**src/rtl/aes_pkg.sv**
```systemverilog
// Shared constants, FSM state type and FIPS-197 reference vectors for the
// iterative AES-128 round sequencer and its benches.
package aes_pkg;

  localparam int unsigned AES_NR      = 10;
  localparam int unsigned AES_BLOCK_W = 128;
  localparam int unsigned AES_SEL_W   = 4;

  typedef enum logic [1:0] {
    IDLE  = 2'd0,
    ROUND = 2'd1,
    DONE  = 2'd2
  } seq_state_e;

  // FIPS-197 Appendix B worked example
  localparam logic [AES_BLOCK_W-1:0] FIPS_B_KEY  = 128'h2b7e151628aed2a6abf7158809cf4f3c;
  localparam logic [AES_BLOCK_W-1:0] FIPS_B_PT   = 128'h3243f6a8885a308d313198a2e0370734;
  localparam logic [AES_BLOCK_W-1:0] FIPS_B_CT   = 128'h3925841d02dc09fbdc118597196a0b32;

  // FIPS-197 Appendix C.1 AES-128 example
  localparam logic [AES_BLOCK_W-1:0] FIPS_C1_KEY = 128'h000102030405060708090a0b0c0d0e0f;
  localparam logic [AES_BLOCK_W-1:0] FIPS_C1_PT  = 128'h00112233445566778899aabbccddeeff;
  localparam logic [AES_BLOCK_W-1:0] FIPS_C1_CT  = 128'h69c4e0d86a7b0430d8cdb78070b4c55a;

endpackage

```
**src/rtl/aes_round_sequencer.sv**
```systemverilog
// Iterative AES-128 encryption controller: owns the state register, steps the
// external round function one round per clock and applies AddRoundKey inline.
module aes_round_sequencer
  import aes_pkg::*;
#(
  parameter int unsigned NR      = AES_NR,
  parameter int unsigned BLOCK_W = AES_BLOCK_W,
  parameter int unsigned SEL_W   = AES_SEL_W
) (
  input  logic               clk,
  input  logic               rst_n,
  input  logic               in_valid,
  output logic               in_ready,
  input  logic [BLOCK_W-1:0] in_data,
  output logic [SEL_W-1:0]   rk_sel,
  input  logic [BLOCK_W-1:0] rk_data,
  output logic [BLOCK_W-1:0] rnd_state,
  output logic               rnd_last,
  input  logic [BLOCK_W-1:0] rnd_result,
  output logic               out_valid,
  input  logic               out_ready,
  output logic [BLOCK_W-1:0] out_data,
  output logic               busy
);

  seq_state_e         r_fsm;
  seq_state_e         w_fsm_nxt;
  logic [SEL_W-1:0]   r_cnt;
  logic [SEL_W-1:0]   w_cnt_nxt;
  logic [BLOCK_W-1:0] r_blk;
  logic [BLOCK_W-1:0] w_blk_nxt;
  logic               w_final;

  assign w_final   = (r_cnt == SEL_W'(NR));
  assign rnd_state = r_blk;
  assign out_data  = r_blk;

  // State, round counter and block register
  always_ff @(posedge clk) begin
    if (!rst_n) begin
      r_fsm <= IDLE;
      r_cnt <= '0;
      r_blk <= '0;
    end else begin
      r_fsm <= w_fsm_nxt;
      r_cnt <= w_cnt_nxt;
      r_blk <= w_blk_nxt;
    end
  end

  // Next-state and output decode; outputs depend only on r_fsm and r_cnt
  always_comb begin
    w_fsm_nxt = r_fsm;
    w_cnt_nxt = r_cnt;
    w_blk_nxt = r_blk;
    in_ready  = 1'b0;
    out_valid = 1'b0;
    busy      = 1'b0;
    rk_sel    = '0;
    rnd_last  = 1'b0;
    case (r_fsm)
      IDLE: begin
        in_ready = 1'b1;
        if (in_valid) begin
          w_blk_nxt = in_data ^ rk_data;
          w_cnt_nxt = SEL_W'(1);
          w_fsm_nxt = ROUND;
        end
      end
      ROUND: begin
        busy      = 1'b1;
        rk_sel    = r_cnt;
        rnd_last  = w_final;
        w_blk_nxt = rnd_result ^ rk_data;
        if (w_final) begin
          w_cnt_nxt = '0;
          w_fsm_nxt = DONE;
        end else begin
          w_cnt_nxt = r_cnt + SEL_W'(1);
        end
      end
      DONE: begin
        busy      = 1'b1;
        out_valid = 1'b1;
        if (out_ready) begin
          w_fsm_nxt = IDLE;
        end
      end
      default: begin
        w_fsm_nxt = IDLE;
        w_cnt_nxt = '0;
      end
    endcase
  end

endmodule

```
**config.mk**
```make
export PLATFORM = sky130hd
export DESIGN_NAME = aes_round_sequencer
export DESIGN_NICKNAME = d
export VERILOG_FILES = /design/src/rtl/aes_pkg.sv /design/src/rtl/aes_round_sequencer.sv
export SDC_FILE = /design/constraint.sdc
export NUM_CORES = 1
export LEC_CHECK = 0
export CAP_MARGIN = 30
export CELL_PAD_IN_SITES_DETAIL_PLACEMENT = 1
export CELL_PAD_IN_SITES_GLOBAL_PLACEMENT = 2
export CORE_AREA = 8 8 250 252
export CTS_CLUSTER_DIAMETER = 40
export DETAILED_ROUTE_END_ITERATION = 7
export DIE_AREA = 0 0 258 260
export GPL_ROUTABILITY_DRIVEN = 0
export PLACE_DENSITY = 0.68
export SYNTH_ARGS = -nofsm -noshare
export SYNTH_HDL_FRONTEND = slang
export SYNTH_SLANG_ARGS = --single-unit
export TNS_END_PERCENT = 30
```
**constraint.sdc**
```tcl
create_clock -name clk -period 1.7 [get_ports clk]
set_clock_uncertainty 0.15 [all_clocks]
set_input_delay 0.34 -clock clk [delete_from_list [all_inputs] [get_ports clk]]
set_output_delay 0.34 -clock clk [all_outputs]
set_load 0.05 [all_outputs]
```
==> impl_metrics.py <==
metrics = {
    "timing": {
        "period_needed_ns": 2.06,
        "post-route-period-util_pct": 121,
        "rsz0062_at_grt": "true",
        "drv_slew": 0,
        "worst_pin_slew_ns": 0.367,
        "finalHoldViolations": 0,
        "fmax_mhz": 486,
        "slew-limit-headroom_pct": 75.5,
        "finalSetupViolations": 140,
        "finalWorstSetupSlack_ns": -0.356,
    },
    "finish": {
        "nNetsFinal": 1698,
        "nFillCells": 6345,
        "finalInstanceArea_um2": 18400,
        "syn2layout_area_growth_pct": 138,
        "n_antenna_cell": 0,
        "layout-drive-gt1-share_pct": 31.8,
        "finalNonFillerCells": 2091,
    },
    "synth": {
        "syn_nets": 1130,
        "synth_area_leaders": "dfxtp_1 35%, mux2i_1 17%, a22o_1 15%",
        "ys_types": 27,
        "synth_commonest_cells": "142 x buf_4, 134 x dfxtp_1, 130 x mux2i_1",
        "ys.flop_type": "dfxtp_1",
        "synth_top_cell_area_share_pct": 34.7,
        "synth_most_common_cell": "buf_4",
        "ys_seq_area_share_pct": 34.7,
        "synth_async_sr_flop_share_pct": 0,
        "yosysTopAreaCell": "dfxtp_1",
        "ys_warn_count": 0,
        "synthesis.area_um2": 7730,
        "syn_inst": 737,
        "synth-edff-count": 0,
        "ys_seq_elements": 134,
        "syn_avg_cell_area_um2": 10.5,
    },
    "cts": {
        "cts.path.max_buffers": 2,
        "clock_latency_ns": 0.46,
        "htree_levels": 4,
        "cts_tree": "built",
        "cts_sinks": 134,
        "numCtsBuffers": 17,
        "root_buffer": "clkbuf_16",
        "holdBufCountCts": 0,
        "path_clk_slew_ns": 0.06,
    },
    "placement": {
        "io_buffers": 651,
        "place_inst": 2031,
        "place_area_um2": 17100,
        "hpwl_um": 38700,
    },
    "outcome": {
        "failed_checks": "setup timing",
        "outcome": "finished, violations left",
    },
    "setup_path": {
        "critPathArrivalTime_ns": 1.57,
        "crit_path_start_kind": "flip-flop",
        "rrSetupSlack_ns": -0.32,
        "critPathMaxFanout": 6,
        "critPathRequiredTime_ns": 1.21,
        "endpoint_kind": "primary output",
        "setup.worst_path.class": "flip-flop to primary output",
    },
    "global_routing": {
        "track_usage_pct": 13.5,
        "grt_overflow": 0,
        "antenna_found_initial": 1,
        "grt_pass1_wl_um": 65500,
        "grt_max_degree": 63,
        "grt_pass1_vias": 8948,
    },
    "drt": {
        "finalWirelength_um": 47600,
        "drc": 0,
        "firstDrtPassIters": 4,
        "drt_iter0_markers": 227,
        "vias": 7763,
        "wl_per_cell_um": 22.7,
        "postRouteAntennaNets": 0,
        "vias_per_cell": 3.71,
    },
    "pwr": {
        "leakage_nw": 7.06,
        "p_clk_share_pct": 15.5,
        "internal_power_w": 0.0149,
        "swShare_pct": 43.0,
        "power_frac_seq_pct": 20.8,
        "worst_ir_drop_vdd_v": 0.000752,
        "combPwrFrac_pct": 63.7,
        "p_sw_w": 0.0112,
        "power_density_nw_per_um2": 1410,
    },
    "floorplan": {
        "die_area_um2": 67100,
        "die_y_um": 260,
        "coreArea_um2": 58500,
        "initial_utilization_pct": 13.2,
        "die_x_um": 258,
        "ioPinCount": 652,
        "fp-row-count": 89,
    },
    "run": {
        "maxCapViolCount": 0,
    },
    "min_path": {
        "hold_path.class": "flip-flop to flip-flop",
    },
}
## cells in the final DEF, fill, tap and decap left out, drive strengths merged, types with 2 or more instances in the layout
| cell type | n |
|---|---|
| xnor2 | 128 |
| nand2 | 4 |
| clkdlybuf4s50 | 387 |
| buf | 329 |
| inv | 7 |
| o21ai | 2 |
| nor2 | 6 |
| clkinvlp | 2 |
| nand3 | 3 |
| clkbuf | 24 |
| dfxtp | 134 |
| nor2b | 2 |
| a21boi | 3 |
| ha | 5 |
| mux2i | 130 |
| and2 | 4 |
| clkinv | 6 |
| bufinv | 4 |
| a22o | 128 |
| a21oi | 2 |
## through the flow
step	power [W]	hold slack (ns)	TNS [ns]	utilization [%]	worst slack [ns]
detailed placement	0.0215	0.347	-51.53	29.3	-0.425
CTS	0.0263	0.359	-41.62	31.1	-0.433
global route	0.0272	0.374	-46.14	31.5	-0.440
floorplan	0.0135	0.301	-0.503	-	-0.0519
finish	0.0260	0.358	-35.83	31.5	-0.356
global placement	0.0214	0.330	-45.18	29.3	-0.363
## layer usage
layer | wire [um] | global-route usage (%) | vias up
li1 | - | - | 3613
met1 | 17900 | 14.1 | 3710
met2 | 24100 | 23.6 | 391
met3 | 4230 | 6.11 | 47
met4 | 1330 | 4.98 | 2
met5 | 13 | 0 | -
## path summary, 6_finish.rpt
check                      end  depth (start not counted)      from
hold / removal        r_fsm[0]                          2  r_fsm[0]
setup reg to reg  out_data[85]                          9  r_fsm[1]
setup / recovery     rk_sel[1]                          6  r_fsm[1]
hold reg to reg       r_fsm[0]                          2  r_fsm[0]
## registers in the layout, indices dropped and copies added (netlist names)
name      flops
r_fsm         2
out_data    128
r_cnt         4
## cell families (layout without fill, tap and decap cells)
family	count (synthesis)	after routing	synth area share, %
AO/OA/AOI/OAI	138	138	15.4
XOR/XNOR	128	128	14.5
adder cells (fa/ha/maj)	5	5	0.809
buffers and inverters	178	759	16.0
flip-flops	134	134	34.7
multiplexers	130	130	16.8
AND/OR/NAND/NOR	24	24	1.73
## worst max-delay path: stages, from the launching register on
cell and delay (ns):
dfxtp_2 0.35, inv_4 0.04, ha_4 0.16, buf_12 0.12, buf_8 0.13, and2_4 0.16
buf_12 0.14
## final cells by class
cell class / count / area [um^2] / area share (%)
clock buffer: 19 / 453 / 2.46
inverter: 6 / 32.5 / 0.177
sequential: 134 / 2720 / 14.8
tap: 773 / 967 / 5.25
multi-input combinational: 425 / 3920 / 21.3
clock inverter: 13 / 178 / 0.965
timing repair buffer: 721 / 10100 / 55.1
## power groups by stage
stage / sequential (W) / combinational [W] / clock, W
6_report: 0.00542 / 0.0166 / 0.00404
5_1_grt: 0.00554 / 0.0173 / 0.00436
4_1_cts: 0.00546 / 0.0166 / 0.00425
3_5_place_dp: 0.00545 / 0.0160 / 0
3_3_place_gp: 0.00547 / 0.0159 / 0
2_1_floorplan: 0.00677 / 0.00674 / 0
## what timing repair did
item | 4_1_cts | 5_1_grt
gates resized for setup | 49 | 19
cloned | 7 | 6
setup endpoints to repair | 195 | 143
setup buffers | 13 | 5
pin swaps | 14 | 86
hold endpoints to repair | 0 | 0
Power figures use the tool's default switching activity.
